File: src/rtl/seg_adder.sv
// -----------------------------------------------------------------------------
// seg_adder
//
// Multi-cycle segmented adder/subtractor. A WIDTH-bit operation is processed
// CHUNK bits per clock through one narrow carry chain. The block takes
// N = WIDTH/CHUNK cycles per operation. It uses a valid/ready handshake on
// both the operand side and the result side.
//
// WIDTH must be an integer multiple of CHUNK.
//
// Optional feature:
//   SEG_ADDER_OVF_EN  When defined, ovf reports signed overflow. It is the
//                     carry into the MSB XOR the carry out of the MSB, and it
//                     is captured with cout on the final segment. When
//                     undefined, ovf is tied to 0 and the MSB carry tap is
//                     not built.
//
// Ports:
//   clk        rising-edge clock
//   rst_n      asynchronous active-low reset
//   in_valid   operand request
//   in_ready   operands can be accepted (IDLE only)
//   a, b       WIDTH-bit operands
//   cin        carry-in (add) / borrow-in (sub)
//   sub        0: a+b+cin, 1: a-b-cin
//   out_valid  result available (DONE only)
//   out_ready  consumer takes the result
//   sum        result modulo 2^WIDTH, meaningful while out_valid=1
//   cout       raw carry out of the MSB (for sub, 1 means no borrow)
//   ovf        signed overflow, or 0 when the feature is disabled
//   busy       an operation is in flight or waiting to be consumed
// -----------------------------------------------------------------------------
module seg_adder #(
  parameter int WIDTH = 16,
  parameter int CHUNK = 4
) (
  input  logic             clk,
  input  logic             rst_n,
  input  logic             in_valid,
  output logic             in_ready,
  input  logic [WIDTH-1:0] a,
  input  logic [WIDTH-1:0] b,
  input  logic             cin,
  input  logic             sub,
  output logic             out_valid,
  input  logic             out_ready,
  output logic [WIDTH-1:0] sum,
  output logic             cout,
  output logic             ovf,
  output logic             busy
);

  localparam int N     = WIDTH / CHUNK;
  localparam int SEG_W = (N > 1) ? $clog2(N) : 1;
  localparam logic [SEG_W-1:0] SEG_LAST = SEG_W'(N - 1);

  typedef enum logic [1:0] {
    IDLE = 2'd0,
    RUN  = 2'd1,
    DONE = 2'd2
  } state_t;

  state_t             state_q, state_d;
  logic [SEG_W-1:0]   seg_q;
  logic               carry_q;
  logic [WIDTH-1:0]   a_q, b_q;
  logic [WIDTH-1:0]   sum_q;
  logic               cout_q;

  logic               accept;
  logic               run;
  logic               last;
  int                 base;
  logic [CHUNK-1:0]   a_seg, b_seg;
  logic [CHUNK:0]     seg_res;

  // One CHUNK-wide add with carry. Bit CHUNK of the result is the carry out.
  function automatic logic [CHUNK:0] seg_add(input logic [CHUNK-1:0] x,
                                             input logic [CHUNK-1:0] y,
                                             input logic             c);
    return {1'b0, x} + {1'b0, y} + {{CHUNK{1'b0}}, c};
  endfunction

  // FSM next state and handshake outputs
  always_comb begin
    state_d   = state_q;
    in_ready  = 1'b0;
    out_valid = 1'b0;
    busy      = 1'b1;
    case (state_q)
      IDLE: begin
        in_ready = 1'b1;
        busy     = 1'b0;
        if (in_valid) state_d = RUN;
      end
      RUN: begin
        if (seg_q == SEG_LAST) state_d = DONE;
      end
      DONE: begin
        out_valid = 1'b1;
        if (out_ready) state_d = IDLE;
      end
      default: state_d = IDLE;
    endcase
  end

  assign accept = (state_q == IDLE) && in_valid;
  assign run    = (state_q == RUN);
  assign last   = (seg_q == SEG_LAST);

  // Select the current segment of each latched operand
  always_comb begin
    base    = int'(seg_q) * CHUNK;
    a_seg   = a_q[base +: CHUNK];
    b_seg   = b_q[base +: CHUNK];
    seg_res = seg_add(a_seg, b_seg, carry_q);
  end

  // Operand capture. For subtraction b is stored inverted, so RUN always adds.
  always_ff @(posedge clk) begin
    if (accept) begin
      a_q <= a;
      b_q <= sub ? ~b : b;
    end
  end

  // State, segment counter, carry chain and result
  always_ff @(posedge clk or negedge rst_n) begin
    if (!rst_n) begin
      state_q <= IDLE;
      seg_q   <= '0;
      carry_q <= 1'b0;
      sum_q   <= '0;
      cout_q  <= 1'b0;
    end else begin
      state_q <= state_d;
      if (accept) begin
        // For subtraction a + ~b + 1 - cin = a - b - cin
        carry_q <= cin ^ sub;
        seg_q   <= '0;
      end else if (run) begin
        sum_q[base +: CHUNK] <= seg_res[CHUNK-1:0];
        carry_q              <= seg_res[CHUNK];
        seg_q                <= last ? '0 : seg_q + SEG_W'(1);
        if (last) cout_q <= seg_res[CHUNK];
      end
    end
  end

`ifdef SEG_ADDER_OVF_EN
  logic ovf_q;
  logic msb_cin;

  // Recover the carry into the MSB from the MSB sum bit: s = a ^ b ^ c_in
  assign msb_cin = a_seg[CHUNK-1] ^ b_seg[CHUNK-1] ^ seg_res[CHUNK-1];

  always_ff @(posedge clk or negedge rst_n) begin
    if (!rst_n) begin
      ovf_q <= 1'b0;
    end else if (run && last) begin
      ovf_q <= msb_cin ^ seg_res[CHUNK];
    end
  end

  assign ovf = ovf_q;
`else
  assign ovf = 1'b0;
`endif

  assign sum  = sum_q;
  assign cout = cout_q;

endmodule
File: config.mk
export PLATFORM = sky130hd
export DESIGN_NAME = seg_adder
export DESIGN_NICKNAME = d
export VERILOG_FILES = /design/src/rtl/seg_adder.sv
export SDC_FILE = /design/constraint.sdc
export NUM_CORES = 1
export LEC_CHECK = 0
export CAP_MARGIN = 5
export CORE_MARGIN = 8
export CORE_UTILIZATION = 35
export CTS_CLUSTER_DIAMETER = 120
export DETAILED_ROUTE_END_ITERATION = 6
export PLACE_DENSITY = 0.64
export SYNTH_ARGS = -nofsm -noshare
export SYNTH_HDL_FRONTEND = slang
export SYNTH_SLANG_ARGS = --single-unit
File: constraint.sdc
create_clock -name clk -period 7.2 [get_ports clk]
set_input_delay 1.44 -clock clk [delete_from_list [all_inputs] [get_ports clk]]
set_output_delay 1.44 -clock clk [all_outputs]
set_load 0.02 [all_outputs]
==> metrics.md <==
| Metric | Value |
|---|---|
| Status | finished clean |
| Final min period | 3230 ps |
| Post-CTS Setup Inserts | 0 |
| Ratio of cells with drive above 1 in the final layout | 0.0938 |
| DIE AREA | 10,000 um2 |
| Crit path DAT | 1790 ps |
| Detail Placement HPWL | 3650 um |
| Number of antenna cells inserted | 0 |
| Pre-Repair DR Iteration Count | 4 |
| # hold bufs at CTS | 0 |
| Finish-stage setup viols | 0 |
| Worst-path clk slew | 100 ps |
| Post-Syn Nets | 213 |
| Leakage | 1.24 nW |
| Setup Crit Path Kind | register to primary output |
| Commonest cells in the netlist | 32 x edfxtp_1, 22 x dfrtp_1, 17 x xor2_1 |
| Avg WL per Cell | 14.6 um |
| Post-synth ARST share | 0.407 |
| Max-cap viol count | 0 |
| I/O Buffers | 57 |
| Worst Hold Class | register to register |
| CP startpoint kind | register |
| Slew headroom | 0.354 |
| Crit share post-route | 0.448 |
| Power Density | 389 nW/um2 |
| Overflow left after global routing | 0 |
| FF-to-FF Start | seg_q[0]$_DFFE_PN0P_ |
| Final Instance Count excl. Fillers | 320 |
| Hold_sp | sum[3]$_DFFE_PN0P_ |
| Synthesized area | 2470 um2 |
| Antenna Violating Nets Remaining | 0 |
| Hold Slack | 489 ps |
| Initial drt markers | 76 |
| Initial antenna violation count | 0 |
| Routed vias/inst | 4.72 |
| Top-count cell post-synth | edfxtp_1 |
| RePlAce Congestion | 0.722 |
| Clock Skews | 10.3 ps |
| Min-Delay Endpoint | sum[3]$_DFFE_PN0P_ |
| Yosys top cell by area | edfxtp_1 |
| Critical R2R Capture | cout$_DFFE_PN0P_ |
| Mapped Cells | 164 |
| Resize count post-CTS | 0 |
| Final wirelength | 4670 um |
| Clock Path Buffers | 2 |
| Fill count | 641 |
| Post-Synth Adder-Cell Area | 0.0618 |
| Multiplexer area fraction after synthesis | 0.0759 |
| Largest net degree at the start of global routing | 35 |
| Core Rows | 30 |
| Top-area cell type share of the netlist area | 0.389 |
| Hold Path Stages | 2 |
| Die X | 100 um |
| Prevailing post-synth register cell | edfxtp_1 |
| Synth Area in Compound Gates | 0.0810 |
| Top cells by area, synth | edfxtp_1 39%, dfrtp_1 22%, xor2_1 6.0%, mux4_2 5.5%, ha_1 4.6% |
| Placed cell count | 312 |
| Vias in the first global route | 1,659 |
| Simple-gate portion of the synthesized area | 0.0841 |
| Area growth, synth to finish | 30.8% |
| Multi-input logic area | 910 um2 |
| Setup_tns | 0 ps |
| DRC | 0 |
| DIE HEIGHT | 100 um |
| Crit Path Max Fanout | 9 |
| First-pass GRT wire length | 7850 um |
| Distinct cell type count after synthesis | 43 |
| Initial Util | 0.362 |
| CTS buffer count | 5 |
| Register-to-Register Path Depth | 6 |
| Clock insertion delay at the later pin of the skew report | 310 ps |
| CTS tree | yes |
| Worst Setup End Kind | primary output |
| Storage element area | 1510 um2 |
| Fin. Hold Viols | 0 |
| WP data required | 5760 ps |
| Tot GR Track Use | 0.0990 |
| Synth Warn # | 0 |
| Post-synth EDFFs | 32 |
| Final Net Count | 272 |
| Worst VDD drop | 144 uV |
| Combinational family with the most area after synthesis | simple AND/OR/NAND/NOR gates |
| Core area | 6830 um2 |
| Via count | 1,510 |
| I/O pin count | 59 |
| # clock sinks | 54 |
| Fmax | 310 MHz |
| Syn Area/Cell | 15.1 um2 |
| R2r setup slk | 4110 ps |
| XOR/XNOR Fraction of Synth Area | 0.0638 |
| Sequential fraction of the synthesis area | 0.612 |
| CTS H-Tree Depth | 2 |
| RSZ-0062 raised after global routing | false |
| Final Max Tran Viols | 0 |
| FF+latch count, synth | 54 |
| Root buffer cell | clkbuf_8 |
| Slew @ Worst Pin | 966 ps |
sequential cells by signal, summed over array words and instances, names as in the netlist:
signal	count
carry_q	1
seg_q	2
cout	1
a_q	16
sum	16
b_q	16
state_q	2
routing by layer:
layer	up-vias	wire length, um	GRT usage
met5	-	0	0
met1	720	2000	0.112
met3	7	416	0.0450
met4	0	51	0.0279
li1	735	-	-
met2	48	2210	0.164
metrics by stage:
stage | power, mW | worst slack (ps) | instance area (um2) | utilization
6_report | 1.26 | 3970 | 3230 | 0.473
5_1_grt | 1.35 | 3900 | 3230 | 0.473
4_1_cts | 1.27 | 3960 | 3230 | 0.473
3_5_place_dp | 1.11 | 3990 | 3140 | 0.459
3_3_place_gp | 1.09 | 4020 | 3140 | 0.459
2_1_floorplan | 0.884 | 4220 | 2470 | -
cell type report:
class	count	share of cell area
Multi-Input combinational cell	99	0.281
Inverter	5	0.00580
Clock buffer	5	0.0213
Timing Repair Buffer	58	0.179
Tap cell	96	0.0372
Sequential cell	54	0.467
Clock inverter	3	0.00813
how the worst max path moves through the flow:
| stage | slack [ps] | from | to | cells after the start |
|---|---|---|---|---|
| global placement | 4020 | in_valid | b_q[10]$_DFFE_PP_ | 4 |
| finish | 3970 | state_q[0]$_DFFE_PN0P_ | in_ready | 3 |
| floorplan | 4220 | in_valid | a_q[0]$_DFFE_PP_ | 2 |
| CTS | 3960 | state_q[0]$_DFFE_PN0P_ | in_ready | 3 |
| detailed placement | 3990 | in_valid | b_q[10]$_DFFE_PP_ | 4 |
| global route | 3900 | state_q[0]$_DFFE_PN0P_ | in_ready | 3 |
power by group:
part / internal (mW) / total, mW / switching [mW] / leakage (nW)
registers: 0.425 / 0.497 / 0.0725 / 0.590
clock network: 0.0702 / 0.168 / 0.0981 / 0.0483
logic: 0.273 / 0.591 / 0.318 / 0.603
total: 0.768 / 1.26 / 0.488 / 1.24
cells in the final DEF, fill, tap and decap left out, types with 4 or more instances in the layout:
cell type,count
ha_1,9
edfxtp_1,32
inv_1,4
a22o_1,9
mux4_2,6
clkdlybuf4s50_1,57
clkbuf_8,5
dfrtp_1,22
o31ai_1,6
nand2_1,11
xor2_1,17
critical path, stage by stage (launching register included):
cell	delay, ps
dfrtp_1	490
or2_2	340
inv_1	50
clkdlybuf4s50_1	590
cell families after synthesis:
| group | count (synthesis) |
|---|---|
| simple gates | 34 |
| other cells | 1 |
| mux | 8 |
| buf+inv | 11 |
| fa+ha+maj | 11 |
| flops | 54 |
| xor+xnor | 18 |
| compound gates | 27 |
Power figures use the tool's default switching activity.
